File: src/rtl/spi_master15.sv
// SPI master for the 15-bit LOAD-framed link: LOAD pulse, N SCLK cycles MSB-first
// full duplex, a one half-period gap, then a closing LOAD pulse. All pins are registered.
module spi_master15 #(
    parameter int N   = 15,
    parameter int DIV = 25
) (
    input  logic         clk,
    input  logic         clr_n,
    input  logic         st,
    input  logic [N-1:0] TX_DAT,
    output logic [N-1:0] RX_DAT,
    output logic         busy,
    output logic         done,
    output logic         SCLK,
    output logic         MOSI,
    input  logic         MISO,
    output logic         LOAD
);
    localparam int CW = (DIV > 1) ? $clog2(DIV) : 1;
    localparam int KW = $clog2(2 * N);
    localparam logic [CW-1:0] CNT_LAST = CW'(DIV - 1);
    localparam logic [KW-1:0] K_LAST   = KW'(2 * N - 1);

    typedef enum logic [2:0] {IDLE, LOAD1, SHIFT, GAP, LOAD2} state_t;

    state_t        state_reg, state_next;
    logic [CW-1:0] cnt_reg, cnt_next;
    logic [KW-1:0] k_reg, k_next;
    logic [N-1:0]  tx_sr_reg, tx_sr_next;
    logic [N-1:0]  rx_sr_reg, rx_sr_next;
    logic [N-1:0]  rx_dat_reg, rx_dat_next;
    logic          sclk_reg, sclk_next;
    logic          load_reg, load_next;
    logic          busy_reg, busy_next;
    logic          done_reg, done_next;
    logic          tick, last_k, rise, fall;

    assign tick   = (state_reg != IDLE) && (cnt_reg == CNT_LAST);
    assign last_k = (k_reg == K_LAST);
    assign rise   = (state_reg == SHIFT) && tick && !k_reg[0];
    // The final fall leaves SHIFT without shifting, so MOSI keeps the last bit.
    assign fall   = (state_reg == SHIFT) && tick && k_reg[0] && !last_k;

    always_ff @(posedge clk or negedge clr_n) begin
        if (!clr_n) begin
            state_reg  <= IDLE;
            cnt_reg    <= '0;
            k_reg      <= '0;
            tx_sr_reg  <= '0;
            rx_sr_reg  <= '0;
            rx_dat_reg <= '0;
            sclk_reg   <= 1'b0;
            load_reg   <= 1'b0;
            busy_reg   <= 1'b0;
            done_reg   <= 1'b0;
        end else begin
            state_reg  <= state_next;
            cnt_reg    <= cnt_next;
            k_reg      <= k_next;
            tx_sr_reg  <= tx_sr_next;
            rx_sr_reg  <= rx_sr_next;
            rx_dat_reg <= rx_dat_next;
            sclk_reg   <= sclk_next;
            load_reg   <= load_next;
            busy_reg   <= busy_next;
            done_reg   <= done_next;
        end
    end

    always_comb begin
        state_next  = state_reg;
        cnt_next    = (state_reg == IDLE || tick) ? '0 : cnt_reg + 1'b1;
        k_next      = k_reg;
        tx_sr_next  = tx_sr_reg;
        rx_sr_next  = rx_sr_reg;
        rx_dat_next = rx_dat_reg;
        case (state_reg)
            IDLE: begin
                if (st) begin
                    state_next = LOAD1;
                    tx_sr_next = TX_DAT;
                end
            end
            LOAD1: begin
                k_next = '0;
                if (tick) state_next = SHIFT;
            end
            SHIFT: begin
                if (tick) begin
                    if (last_k) state_next = GAP;
                    else        k_next     = k_reg + 1'b1;
                end
            end
            GAP: begin
                if (tick) state_next = LOAD2;
            end
            LOAD2: begin
                if (tick) begin
                    state_next  = IDLE;
                    rx_dat_next = rx_sr_reg;
                end
            end
            default: state_next = IDLE;
        endcase
        if (rise) rx_sr_next = {rx_sr_reg[N-2:0], MISO};
        if (fall) tx_sr_next = {tx_sr_reg[N-2:0], 1'b0};
    end

    // Pin values are decoded from the next state so they leave the flops glitch-free.
    always_comb begin
        load_next = (state_next == LOAD1) || (state_next == LOAD2);
        sclk_next = (state_next == SHIFT) && k_next[0];
        busy_next = (state_next != IDLE);
        done_next = (state_reg == LOAD2) && tick;
    end

    assign SCLK   = sclk_reg;
    assign LOAD   = load_reg;
    assign MOSI   = tx_sr_reg[N-1];
    assign busy   = busy_reg;
    assign done   = done_reg;
    assign RX_DAT = rx_dat_reg;
endmodule

File: config.mk
export PLATFORM = sky130hd
export DESIGN_NAME = spi_master15
export DESIGN_NICKNAME = d
export VERILOG_FILES = /design/src/rtl/spi_master15.sv
export SDC_FILE = /design/constraint.sdc
export NUM_CORES = 1
export LEC_CHECK = 0
export ABC_AREA = 1
export ABC_CLOCK_PERIOD_IN_PS = 1700
export CAP_MARGIN = 5
export CORE_ASPECT_RATIO = 1.5
export CORE_MARGIN = 2
export CORE_UTILIZATION = 54
export CTS_BUF_LIST = sky130_fd_sc_hd__clkbuf_4 sky130_fd_sc_hd__clkbuf_8 sky130_fd_sc_hd__clkbuf_16
export DETAILED_ROUTE_END_ITERATION = 16
export PLACE_DENSITY = 0.79
export SYNTH_ARGS = -nofsm -noshare
export SYNTH_HDL_FRONTEND = slang
export SYNTH_SLANG_ARGS = --single-unit
File: constraint.sdc
create_clock -name clk -period 1.7 [get_ports clk]
set_input_delay 0.255 -clock clk [delete_from_list [all_inputs] [get_ports clk]]
set_output_delay 0.255 -clock clk [all_outputs]
set_load 0.05 [all_outputs]
Word-level counts from Yosys, hierarchy flattened

Index checks and enable logic that the tools add are counted.

Add/subtract/negate cells: 2
Bitwise operators: 0
Multipliers: 0
Shift operators: 0
Mux-type cells: 14
Div/mod/pow operators: 0
Order comparisons: 0
Equal/unequal tests: 11
Reductions and logical operators: 20

Operators by type and width:

| cell                | number |
|---|---|
| $mux 15             | 3 |
| $mux 3              | 6 |
| $mux 5              | 3 |
| $pmux 3 s5          | 1 |
| $add 5x1->5 const B | 2 |
| $eq 5x5->1 const B  | 2 |
| $pmux 5 s2          | 1 |
| $eq 3x2->1 const B  | 3 |
| $logic_and 1x1->1   | 7 |
| $eq 3x1->1 const B  | 2 |
| $eq 3x3->1 const B  | 2 |
| $reduce_bool 2->1   | 3 |
| $reduce_bool 3->1   | 2 |
| $ne 2x2->1 const B  | 2 |
| $reduce_and 2->1    | 2 |
| $logic_not 3->1     | 1 |
| $reduce_and 3->1    | 1 |
| $logic_not 1->1     | 2 |
| $logic_or 1x1->1    | 2 |

Memories: 0
Latch bits: 0
ROM bits: 0
Bits of input ports: 19
Memory bits (writable): 0
Bits in registers: 62

Longest topological paths before layout

Depth in word-level cells: 7
Gate-level depth with buffers: 10

Least setup slack after synthesis

OpenSTA, ideal clock, no wires.

Path type: reg-to-reg
Start: register cnt_reg[0]
End: register rx_sr_reg[10]
Setup time: 0.117 ns
Setup slack: 0.204 ns
Data arrival time: 1.379 ns
Cell stages (with the launch flop): 10
Clock period less this slack: 1.496 ns
Buffers on the path: 1
Cell sequence: dfrtp_1 -> inv_1 -> ha_1 -> nand2_1 -> nor2_4 -> nand2_4 -> or2_4 -> buf_6 -> nand2_2 -> o21ai_2

Longest elaborated chain between the ends: 4

Ends and longest elaborated chain:

| what                           | RTL line | text |
|---|---|---|
| start: declaration             | 27       | `logic [CW-1:0] cnt_reg, cnt_next;` |
| start signal: assignment       | 58       | `cnt_reg <= cnt_next;` |
| $eq 5x5->1                     | 38       | `assign tick = (state_reg != IDLE) && (cnt_reg == CNT_LAST);` |
| $logic_and 1x1->1              | 38       |  |
| $logic_and 1x1->1 (2 in a row) | 40       | `assign rise = (state_reg == SHIFT) && tick && !k_reg[0];` |
| end signal: assignment         | 61       | `rx_sr_reg <= rx_sr_next;` |
| end: declaration               | 30       | `logic [N-1:0] rx_sr_reg, rx_sr_next;` |

Every way passes these cells.
A chain may end at the register's enable or synchronous reset.

Worst setup path after layout

Start: register cnt_reg[0]
End: register rx_sr_reg[5]

Same word-level chain as after synthesis.

==> flow_summary.toml <==
[run_status]
status = "finished clean"

[grt]
grtUsageTotal = 0.205
antenna_found_initial = 0
grt_overflow = 0
grt_pass1_vias = 2132
grt_pass1_wl_mm = 9.17
grt_max_degree = 31

[floorplan]
placementRows = 32
die_h_um = 92.1
fp.dieW_um = 62.8
start_util = 0.550
fp.dieArea_mm2 = 0.00578
core-area_mm2 = 0.00508
num_io_pins = 39

[critical_path]
worstSetupEndpoint = "rx_sr_reg[5]"
reg2reg_to = "rx_sr_reg[5]"
cp-end-kind = "flop"
critPathKind = "reg2reg"
critPathBufInv = 1
crit_chain = "inv_1 -> ha_1 -> nand2_1 -> nor2_4 -> nand2_4 -> or2_4 -> nand2_1 -> o21ai_2"
crit_start = "cnt_reg[0]"
crit_arrival_ns = 1.80
crit_top_cell = "nand2_1"
worstReg2RegStart = "cnt_reg[0]"
slowest_delay_ns = 0.41
reg2reg_depth = 8
crit_family = "simple AND/OR/NAND/NOR gates"
slowest_stage = "dfrtp_1"
critical_path_required_ns = 1.93
regToRegSetupSlack_ns = 0.12
crit_path_max_fanout = 15
critPathLaunchType = "flop"
worstSetupPathDepth = 8

[final_layout]
drive_above_1_share = 0.221
nets = 367
diodes = 0
syn_to_final_growth_pct = 24.3
nFillCells = 404

[routing]
drc = 0
wl_mm = 5.27
drtIter0Drc = 104
vias_per_cell = 5.12
wire_per_inst_um = 12.6
vias = 2134
first_pass_iters = 4
ant_nets = 0

[clock_tree]
cts_buffer_depth = 2
cts_inserted_buffers = 9
cts.sinks = 62
h-tree-depth = 3
cts-root-buf = "clkbuf_8"
clk_latency_ns = 0.34
tritoncts = "yes"
cts_setup_buffers = 0
clkTransAtPathRegs_ns = 0.07

[sta]
tns_ns = 0
hold_viol = 0
fin_skew_ns = 0.0104
timing.hold.ws_ns = 0.438
period_share = 0.927
fmax_mhz = 635
slew_violations = 0
rsz0062_at_grt = "false"
tightest_slew_ns = 0.581
report.final.setup_viol = 0
slew_headroom = 0.612
finalCriticalPeriod_ns = 1.58

[synthesis]
ys_types = 26
synth-seq-cells = 62
ys_seq_area_frac = 0.555
postSynthCellCount = 298
synthFlopType = "dfrtp_1"
synth_edf_count = 0
synth_nets = 321
async_flop_share = 1.00
netlist_area_mm2 = 0.00280
synth_warnings = 0
syn_area_per_cell_um2 = 9.38

[flow_run]
drv_cap = 0

[placed_design]
port-buffer-count = 38
dpl.hpwl_mm = 3.60
gp_congestion = 0.861

[power_and_ir_drop]
peakVddDrop_v = 0.000616
power.density_mw_per_mm2 = 884
leakagePower_nw = 1.69

[hold_path]
holdCritPathClass = "in2async"
layout make-up:
type,count,area (µm²),area share
Timing Repair Buffer,46,439,0.126
Tap cell,68,85.1,0.0245
Clock inverter,3,65.1,0.0187
Sequential cell,62,1550,0.446
Inverter,32,120,0.0345
Clock buffer,13,173,0.0497
Multi-Input combinational cell,193,1040,0.300
per-layer routing:
| metal | vias to the layer above | track usage | wire, µm |
|---|---|---|---|
| met5 | - | 0 | 0 |
| met3 | 11 | 0.0589 | 203 |
| li1 | 1054 | - | - |
| met4 | 0 | 0.115 | 121 |
| met1 | 1009 | 0.223 | 2170 |
| met2 | 60 | 0.354 | 2780 |
worst min path at each step:
stage                      to  slack [ns]  depth (start not counted)
floorplan                LOAD       -0.04                          0
global placement    RX_DAT[2]        0.28                          1
detailed placement  RX_DAT[2]        0.28                          1
CTS                      done        0.44                          2
global route             done        0.48                          2
finish                   done        0.44                          2
cell families after synthesis:
| kind of cell | count (synthesis) | synth area share |
|---|---|---|
| compound gates | 37 | 0.0873 |
| xor+xnor | 5 | 0.0157 |
| fa+ha+maj | 4 | 0.0179 |
| flops | 62 | 0.555 |
| buf+inv | 44 | 0.0752 |
| simple gates | 146 | 0.249 |
worst register-to-register path, cell delays in order, from the launching register on:
cell,delay (ns)
dfrtp_1,0.41
inv_1,0.07
ha_1,0.14
nand2_1,0.10
nor2_4,0.18
nand2_4,0.09
or2_4,0.32
nand2_1,0.11
o21ai_2,0.05
per-stage QoR:
stage | setup WS [ns] | instances | total power, mW | utilization | cell area [µm²]
after detailed placement | 0.0361 | 399 | 1.59 | 0.634 | 3220
after floorplan | 0.204 | 298 | 1.50 | - | 2800
after global placement | 0.103 | 399 | 1.58 | 0.634 | 3220
final | 0.125 | 417 | 3.07 | 0.684 | 3480
after global routing | 0.0158 | 417 | 3.18 | 0.684 | 3480
after CTS | 0.0279 | 416 | 3.11 | 0.682 | 3470
timing repair:
action,CTS,global route
hold buffers,1,0
endpoints found under the hold margin,22,0
endpoints found under the setup margin,1,14
resized for setup,1,1
cloned,0,1
synthesized netlist by cell type, types with 3 or more instances:
| cell type | count | area (µm²) |
|---|---|---|
| o21ai_0 | 20 | 100 |
| nor2_1 | 9 | 33.8 |
| nor2_4 | 3 | 33.8 |
| xor2_1 | 3 | 26.3 |
| buf_2 | 3 | 15.0 |
| nand2_2 | 7 | 43.8 |
| o21ai_2 | 15 | 131 |
| inv_1 | 30 | 113 |
| dfrtp_1 | 62 | 1550 |
| nand3_1 | 58 | 290 |
| ha_1 | 4 | 50.1 |
| nand2_1 | 61 | 229 |
| buf_4 | 3 | 22.5 |
| buf_6 | 4 | 45.0 |
power breakdown:
group	internal (mW)	leakage [nW]	switching, mW
sequential	1.48	0.770	0
combinational	0.0460	0.793	0.0360
clock	0.960	0.123	0.555
cell usage in the layout, fill, tap and decap left out:
cell             instances
a21oi_1                  1
buf_12                   4
buf_2                    1
buf_4                   22
bufinv_16                2
clkbuf_4                 1
clkbuf_8                12
clkdlybuf4s50_1         17
clkinv_2                 1
dfrtp_1                 62
dlygate4sd2_1            1
dlygate4sd3_1            1
ha_1                     4
inv_1                   30
inv_2                    2
nand2_1                 61
nand2_2                  7
nand2_4                  1
nand3_1                 58
nand3_2                  1
nand4_1                  1
nand4_2                  1
nor2_1                   9
nor2_2                   2
nor2_4                   3
nor3_1                   1
o211ai_1                 1
o21ai_0                 20
o21ai_2                 15
or2_4                    2
xnor2_1                  2
xor2_1                   3
No activity file was read; power rests on OpenSTA's default activity.
